## config.mk

```make
export PLATFORM = sky130hd
export DESIGN_NAME = vga_shadow_regs
export DESIGN_NICKNAME = d
export VERILOG_FILES = /design/src/rtl/vga_regs_pkg.sv /design/src/rtl/vga_commit_ctrl.sv /design/src/rtl/vga_shadow_regs.sv
export SDC_FILE = /design/constraint.sdc
export NUM_CORES = 1
export LEC_CHECK = 0
export CORE_MARGIN = 1.5
export CORE_UTILIZATION = 49
export DETAILED_ROUTE_END_ITERATION = 8
export GPL_ROUTABILITY_DRIVEN = 0
export MAX_ROUTING_LAYER = met4
export PLACE_DENSITY = 0.82
export SLEW_MARGIN = 30
export SYNTH_ARGS = -nofsm -noshare
export SYNTH_HDL_FRONTEND = slang
export SYNTH_SLANG_ARGS = --single-unit
```

## constraint.sdc

```tcl
create_clock -name reloj_nexys -period 2.9 [get_ports reloj_nexys]
set_input_delay 0.87 -clock reloj_nexys [delete_from_list [all_inputs] [get_ports reloj_nexys]]
set_output_delay 0.87 -clock reloj_nexys [all_outputs]
set_load 0.02 [all_outputs]
```

## src/rtl/vga_regs_pkg.sv

```systemverilog
// Shared constants for the VGA display register bank: port offsets, commit FSM states, BCD limit.
package vga_regs_pkg;

  // Offsets relative to BASE_PORT + N_NIB
  localparam int OFS_FLAGS  = 0;
  localparam int OFS_CURSOR = 1;
  localparam int OFS_PROG   = 2;
  localparam int OFS_COMMIT = 3;

  localparam logic [3:0] BCD_MAX = 4'd9;

  typedef enum logic {
    IDLE  = 1'b0,
    ARMED = 1'b1
  } commit_state_e;

  function automatic logic is_bcd(input logic [3:0] nib);
    return nib <= BCD_MAX;
  endfunction

endpackage

```

## src/rtl/vga_commit_ctrl.sv

```systemverilog
// Commit handshake FSM: arms on a commit-port write, fires on vblank start or after TIMEOUT_CYC cycles.
module vga_commit_ctrl
  import vga_regs_pkg::*;
#(
  parameter int TIMEOUT_CYC = 2_000_000
) (
  input  logic clk,
  input  logic rst_n,
  input  logic arm,
  input  logic vblank_start,
  output logic commit_pending,
  output logic commit,
  output logic commit_done
);

  localparam int              CW       = $clog2(TIMEOUT_CYC);
  localparam logic [CW-1:0]   CNT_LAST = CW'(TIMEOUT_CYC - 1);

  commit_state_e state_q;
  logic [CW-1:0] cnt_q;
  logic          pending_q;
  logic          done_q;

  // Commit strobe qualifies the live-bank load on this same edge.
  assign commit = (state_q == ARMED) && (vblank_start || (cnt_q == CNT_LAST));

  // NOTE: sequential state uses non-blocking assignments so every flop samples pre-edge values.
  always_ff @(posedge clk or negedge rst_n) begin
    if (!rst_n) begin
      state_q   <= IDLE;
      cnt_q     <= '0;
      pending_q <= 1'b0;
      done_q    <= 1'b0;
    end else begin
      done_q <= commit;
      case (state_q)
        IDLE: begin
          if (arm) begin
            state_q   <= ARMED;
            cnt_q     <= '0;
            pending_q <= 1'b1;
          end
        end
        ARMED: begin
          if (commit) begin
            state_q   <= IDLE;
            pending_q <= 1'b0;
          end else begin
            cnt_q <= cnt_q + 1'b1;
          end
        end
        default: begin
          state_q   <= IDLE;
          pending_q <= 1'b0;
        end
      endcase
    end
  end

  assign commit_pending = pending_q;
  assign commit_done    = done_q;

endmodule

```

## src/rtl/vga_shadow_regs.sv

```systemverilog
// Shadow/live display register bank with frame-synchronous atomic commit.
// Optional BCD nibble checking under macro VGA_REGS_BCD_CHECK_EN.
module vga_shadow_regs
  import vga_regs_pkg::*;
#(
  parameter int         N_NIB       = 18,
  parameter logic [7:0] BASE_PORT   = 8'h04,
  parameter int         TIMEOUT_CYC = 2_000_000
) (
  input  logic                 reloj_nexys,
  input  logic                 reset_total,
  input  logic                 write_strobe,
  input  logic [7:0]           id_port,
  input  logic [7:0]           dato,
  input  logic                 vblank_start,
  output logic [4*N_NIB-1:0]   digits,
  output logic                 tempo,
  output logic                 formatto,
  output logic [2:0]           dir_cursor,
  output logic [7:0]           direccion_prog,
  output logic                 commit_pending,
  output logic                 commit_done,
  output logic                 bcd_error
);

  localparam int MAP_TOP = int'(BASE_PORT) + N_NIB;

  if (N_NIB < 1 || N_NIB > 64) begin : g_bad_nnib
    $error("vga_shadow_regs: N_NIB out of range 1..64");
  end
  if (TIMEOUT_CYC < 2) begin : g_bad_timeout
    $error("vga_shadow_regs: TIMEOUT_CYC must be at least 2");
  end
  if (MAP_TOP + OFS_COMMIT >= 255) begin : g_bad_map
    $error("vga_shadow_regs: port map does not fit below 8'hFF");
  end

  localparam logic [7:0] P_FLAGS  = 8'(MAP_TOP + OFS_FLAGS);
  localparam logic [7:0] P_CURSOR = 8'(MAP_TOP + OFS_CURSOR);
  localparam logic [7:0] P_PROG   = 8'(MAP_TOP + OFS_PROG);
  localparam logic [7:0] P_COMMIT = 8'(MAP_TOP + OFS_COMMIT);

  logic [7:0] nib_ofs;
  logic       nib_hit;
  logic       nib_ok;
  logic       arm;
  logic       commit;

  assign nib_ofs = id_port - BASE_PORT;
  assign nib_hit = write_strobe && (id_port >= BASE_PORT) && (int'(nib_ofs) < N_NIB);
  assign arm     = write_strobe && (id_port == P_COMMIT);

`ifdef VGA_REGS_BCD_CHECK_EN
  logic bcd_error_q;
  assign nib_ok = is_bcd(dato[3:0]);

  always_ff @(posedge reloj_nexys or negedge reset_total) begin
    if (!reset_total) bcd_error_q <= 1'b0;
    else              bcd_error_q <= bcd_error_q | (nib_hit & ~nib_ok);
  end

  assign bcd_error = bcd_error_q;
`else
  assign nib_ok    = 1'b1;
  assign bcd_error = 1'b0;
`endif

  logic [4*N_NIB-1:0] shadow_dig_q, shadow_dig_d, live_dig_q;
  logic               shadow_tempo_q, shadow_tempo_d, live_tempo_q;
  logic               shadow_fmt_q, shadow_fmt_d, live_fmt_q;
  logic [2:0]         shadow_cur_q, shadow_cur_d, live_cur_q;
  logic [7:0]         shadow_prog_q, shadow_prog_d, live_prog_q;

  // NOTE: every next-state signal gets its hold value first so no path leaves it unassigned (no latch).
  always_comb begin
    shadow_dig_d   = shadow_dig_q;
    shadow_tempo_d = shadow_tempo_q;
    shadow_fmt_d   = shadow_fmt_q;
    shadow_cur_d   = shadow_cur_q;
    shadow_prog_d  = shadow_prog_q;
    for (int k = 0; k < N_NIB; k++) begin
      if (nib_hit && nib_ok && (nib_ofs == 8'(k))) shadow_dig_d[4*k +: 4] = dato[3:0];
    end
    if (write_strobe) begin
      if (id_port == P_FLAGS) begin
        shadow_tempo_d = dato[4];
        shadow_fmt_d   = dato[0];
      end
      if (id_port == P_CURSOR) shadow_cur_d  = dato[2:0];
      if (id_port == P_PROG)   shadow_prog_d = dato;
    end
  end

  // NOTE: the banks are small flop arrays, not RAM, so they take the async reset like any other state.
  always_ff @(posedge reloj_nexys or negedge reset_total) begin
    if (!reset_total) begin
      shadow_dig_q   <= '0;
      shadow_tempo_q <= 1'b0;
      shadow_fmt_q   <= 1'b0;
      shadow_cur_q   <= '0;
      shadow_prog_q  <= '0;
      live_dig_q     <= '0;
      live_tempo_q   <= 1'b0;
      live_fmt_q     <= 1'b0;
      live_cur_q     <= '0;
      live_prog_q    <= '0;
    end else begin
      shadow_dig_q   <= shadow_dig_d;
      shadow_tempo_q <= shadow_tempo_d;
      shadow_fmt_q   <= shadow_fmt_d;
      shadow_cur_q   <= shadow_cur_d;
      shadow_prog_q  <= shadow_prog_d;
      // Live bank copies the pre-edge shadow, so a same-edge write waits for the next commit.
      if (commit) begin
        live_dig_q   <= shadow_dig_q;
        live_tempo_q <= shadow_tempo_q;
        live_fmt_q   <= shadow_fmt_q;
        live_cur_q   <= shadow_cur_q;
        live_prog_q  <= shadow_prog_q;
      end
    end
  end

  vga_commit_ctrl #(
    .TIMEOUT_CYC (TIMEOUT_CYC)
  ) u_commit_ctrl (
    .clk            (reloj_nexys),
    .rst_n          (reset_total),
    .arm            (arm),
    .vblank_start   (vblank_start),
    .commit_pending (commit_pending),
    .commit         (commit),
    .commit_done    (commit_done)
  );

  assign digits         = live_dig_q;
  assign tempo          = live_tempo_q;
  assign formatto       = live_fmt_q;
  assign dir_cursor     = live_cur_q;
  assign direccion_prog = live_prog_q;

endmodule

```

======== Word-level counts from Yosys, hierarchy flattened ========
Index checks and enable logic that the tools add are counted.
word-level totals
  flip-flop bits (word level) ............. 194
  latch bits .............................. 0
  memory bits (writable) .................. 0
  bits in read-only memories .............. 0
  input port bits ......................... 20
  output and inout bits ................... 88
  logic and storage cells ................. 99
  memories kept ........................... 0
cells by class
  $add $sub $neg .......................... 2
  multiply operators ...................... 0
  div/mod/pow operators ................... 0
  $lt $le $gt $ge ......................... 2
  eq/ne operators ......................... 25
  shift operators ......................... 0
  muxes and demuxes ....................... 9
  bitwise operators ....................... 1
  reduce and logical (&&, ||, !) cells .... 29
operators by type and width
  cell                                                               count
  equality test 8 x 4 -> 1 bit, second input constant                8
  equality test 8 x 5 -> 1 bit, second input constant                6
  two-way mux 21 bit                                                 2
  one-hot mux 21 bit (2 select lines)                                1
  equality test 8 x 3 -> 1 bit, second input constant                4
  logical AND 1 bit                                                  22
  adder 21 x 1 -> 21 bit, second input constant                      1
  equality test 21 bit, second input constant                        1
  equality test 8 x 2 -> 1 bit, second input constant                2
  AND reduction 2 bit                                                5
  equality test 8 x 1 -> 1 bit, second input constant                1
  greater-or-equal comparator 8 x 3 -> 1 bit, second input constant  1
  logical NOT 8 bit                                                  1
  < comparator 8 x 5 -> 1 bit, second input constant                 1
  subtractor 8 x 3 -> 8 bit, second input constant                   1
  two-way mux 1 bit                                                  4
  != test 2 bit, second input constant                               2
  one-hot mux 1 bit (2 select lines)                                 2
  != test 2 x 1 -> 1 bit, second input constant                      1
  logical OR 1 bit                                                   1
  NOT 1 bit                                                          1

======== Logic depth before layout (Yosys ltp) ========
  word-level depth ........................ 5
  gate-level depth with buffers ........... 7
  depth with buffers taken out ............ 5

======== Hierarchy ========
A second synthesis with hierarchy kept.
second synthesis, totals
  cells, all modules ...................... 545
  area total of the unflattened synthesis .. 7942.6 µm²
by module, submodules not included
  module           instances  cells an instance  area an instance (µm²)  seq. area each (µm²)
  vga_shadow_regs  1          401                6590.1                  4254.1
  vga_commit_ctrl  1          144                1352.5                  600.6

======== Worst setup path after synthesis ========
No wires, ideal clock.
  path type ............................... in2reg
  from .................................... in id_port[4]
  to ...................................... reg shadow_dig_q[12]
  library setup time ...................... 125 ps
  arrival ................................. 2068 ps
  data required time ...................... 2775 ps
  setup slack ............................. 708 ps
  cell stages on the path ................. 5
  path buffers ............................ 1
  cells stage by stage .................... buf_2 nand2b_1 a2111oi_4 nand3_1 mux2_2
between the ends
  cells in the longest elaborated chain, start to end .. 4
  elaborated cells between the ends (all ways) .. 7
  classes of those cells .................. 1 x add/sub; 2 x order compare; 1 x eq/ne; 3 x reduce/logical
RTL lines
  what                                                                                            RTL line                                      RTL
  start: declaration                                                                              vga_shadow_regs.sv:13                         input logic [7:0] id_port,
  subtractor 8 x 3 -> 8 bit / greater-or-equal comparator 8 x 3 -> 1 bit (equally long branches)  vga_shadow_regs.sv:49, vga_shadow_regs.sv:50
  < comparator 8 x 5 -> 1 bit / logical AND 1 bit (equally long branches)                         vga_shadow_regs.sv:50                         assign nib_hit = write_strobe && (id_port >= BASE_PORT) && (int'(nib_ofs) < N_NIB);
  logical AND 1 bit                                                                               vga_shadow_regs.sv:50
  logical AND 1 bit (*)                                                                           vga_shadow_regs.sv:82                         if (nib_hit && nib_ok && (nib_ofs == 8'(k))) shadow_dig_d[4*k +: 4] = dato[3:0];
  end signal: assignment                                                                          vga_shadow_regs.sv:108                        shadow_dig_q <= shadow_dig_d;
  end: declaration                                                                                vga_shadow_regs.sv:68                         logic [4*N_NIB-1:0] shadow_dig_q, shadow_dig_d, live_dig_q;
Mark *: on every way between the ends. The rest lies on a longest branch, timed or not.
A chain may end at the register's enable or synchronous reset.

======== Worst setup path in the final report ========
  from .................................... in id_port[5]
  to ...................................... reg shadow_dig_q[21]
The elaborated chain is that of the path after synthesis.

==> results.toml <==
[sta]
fin_skew_ps = 9.78
finalCriticalPeriod_ps = 2500
worst_pin_slew_ps = 710
setup_violations = 0
whs_ps = 422
fmax_mhz = 401
hold_viol_final = 0
slew_headroom = 0.527
slew_viol_final = 0
fin_tns_setup_ps = 0
grt_setup_unrepaired = "no"
fin_crit_sh = 0.860

[worst_setup_path]
critical_path_arrival_ps = 2820
crit_type = "in2reg"
startpoint_type = "primary input"
crit-reg2reg-launch = "u_commit_ctrl.cnt_q[0]"
cp.required_ps = 3230
cp-startpoint = "id_port[5]"
worst-path-max-fanout = 6
cp-end-kind = "flip-flop"

[cts]
cts.clk_slew.worst_paths_ps = 70
ctsHtreeMaxLevel = 4
post_cts_buffers = 0
cts.sinks = 194
clk_path_buf_depth = 2
cts_tree = "built"
clock_latency_ps = 440
hold_buffers = 0
clockRootBuffer = "clkbuf_16"
cts_resized = 0
cts-buffers-inserted = 17

[power]
powerDensity_mw_per_mm2 = 637
p_clk_frac = 0.312
combPwrFrac = 0.256
p_seq_frac = 0.432
switchingPower_mw = 2.38
switching_share = 0.313
p_int_mw = 5.23
cellLeakagePower_nw = 4.82
ir_drop_uv = 372

[job]
cap_violations = 0

[die]
ioPinCount = 108
die_x_um = 145
core_area_mm2 = 0.0197
start_util = 0.506
die-height_um = 145
die_area_mm2 = 0.0212
rows = 51

[yosys]
synth_top_family_by_area = "simple AND/OR/NAND/NOR gates"
ys_top_cells_by_area = "dfrtp_1, mux2_2, o211ai_1"
synth-compound-area-share = 0.132
syn_area_mm2 = 0.00994
synth-xor-area-share = 0
ys_seq_area_frac = 0.488
synth-seq-cells = 194
ys_types = 48
synthAdderAreaFrac = 0.00126
netlist_instances = 958
synth_edf_count = 0
syn_area_per_cell_um2 = 10.4
synthMostInstantiatedCell = "dfrtp_1"
yosys.area_share.simple = 0.232
muxShareOfSynthArea = 0.106
yosys.area.top_type = "dfrtp_1"
yosys.area.top_type_share = 0.488
synth.top_cells.by_count = "dfrtp_1, nand4_1, nand2b_1"
synth.net_count = 979
yosys_warnings = 0
async_flop_share = 1.00
synth-main-ff-cell = "dfrtp_1"

[drt]
vias_per_cell = 6.27
avgRoutedWirePerCell_um = 20.1
vias = 8239
drc = 0
wirelength_um = 26400
antenna_left = 0
firstDrtPassIters = 5
drtIter0Drc = 909

[global_route]
grt_antenna_before_repair = 0
use_met2 = 0.405
busiest_layer = "met2"
grt_pass1_vias = 7915
grt_pass1_wl_um = 42700
grtUsageTotal = 0.259
met1_usage = 0.343
grt-ovfl-total = 0
use_met3 = 0.0464
grt_max_degree = 73

[finish]
nNetsFinal = 1058
drive_above_1_share = 0.161
multi_input_area_mm2 = 0.00471
antenna_cells = 0
n_fill_cell = 1532
area_growth_pct = 20.1
ff_latch_area_mm2 = 0.00486

[status]
status = "completed"

[placed_design]
portBuffers = 106
dp_hpwl_um = 16400

[worst_hold_path]
hp-class = "in2async"
power groups by stage:
stage / logic [mW] / clock network (mW) / registers [mW]
global placement: 1.87 / 0 / 3.31
global route: 2.11 / 2.51 / 3.32
CTS: 1.96 / 2.39 / 3.28
detailed placement: 1.94 / 0 / 3.33
floorplan: 0.881 / 0 / 3.53
finish: 1.94 / 2.37 / 3.29
flip-flops by register name, summed over array words and instances (netlist names):
name and cells:
shadow_dig_q 72, u_commit_ctrl.commit_pending 1, dir_cursor 3, u_commit_ctrl.commit_done 1, direccion_prog 8, digits 72, tempo 1, u_commit_ctrl.cnt_q 21
shadow_cur_q 3, shadow_fmt_q 1, shadow_prog_q 8, u_commit_ctrl.state_q 1, shadow_tempo_q 1, formatto 1
path summary, 6_finish.rpt:
check	end	slack (ps)	cells past startpoint
worst max-delay path	shadow_dig_q[21]	400	6
worst min-delay path	shadow_dig_q[50]	420	1
worst max register to register	digits[0]	780	6
worst min register to register	u_commit_ctrl.cnt_q[20]	490	1
max in group asynchronous	shadow_dig_q[5]	1800	2
min in group reloj_nexys	u_commit_ctrl.cnt_q[20]	490	1
layer usage:
metal | part of all wire | up-vias
li1 | - | 3666
met5 | 0 | -
met1 | 0.43 | 4154
met4 | 0.020 | 0
met3 | 0.069 | 49
met2 | 0.49 | 370
final cells by class:
type	instances	share of cell area
sequential	194	0.407
clock inverter	12	0.0111
multi-input combinational	675	0.395
timing repair buffer	144	0.120
tap	265	0.0278
inverter	5	0.00157
clock buffer	19	0.0379
cell families after synthesis:
logic type      Yosys count
fa+ha+maj                 1
simple gates            376
mux                      95
buf+inv                  89
compound gates          202
other cells               1
flops                   194
critical path: stages:
cell and delay, ps:
clkdlybuf4s50_1 550, nor3_1 350, buf_4 210, and3_1 170, nor2b_2 290, mux2_2 380
through the flow:
stage / worst slack, ps / total power [mW] / instance area (µm²) / util / instances
after CTS: 453 / 7.63 / 11900 / 0.607 / 1314
final: 405 / 7.60 / 11900 / 0.607 / 1314
after floorplan: 708 / 4.41 / 9940 / - / 958
after global routing: 364 / 7.94 / 11900 / 0.607 / 1314
after detailed placement: 10.4 / 5.26 / 11400 / 0.578 / 1283
after global placement: 83.9 / 5.18 / 11400 / 0.578 / 1283
layout by cell type (no fill, tap or decap), types with 5 or more instances in the layout:
master / instances
o211ai_1: 87
nand3_1: 16
nor2_1: 10
nor3_1: 5
nor2b_1: 89
nand2b_1: 92
buf_12: 7
mux2i_1: 10
clkdlybuf4s50_1: 104
a21oi_1: 91
nand4_1: 96
mux2_2: 85
and3_1: 9
buf_4: 31
dfrtp_1: 193
clkbuf_16: 17
inv_1: 5
nand2_1: 25
o21ai_0: 8
No activity file was read; power rests on OpenSTA's default activity.
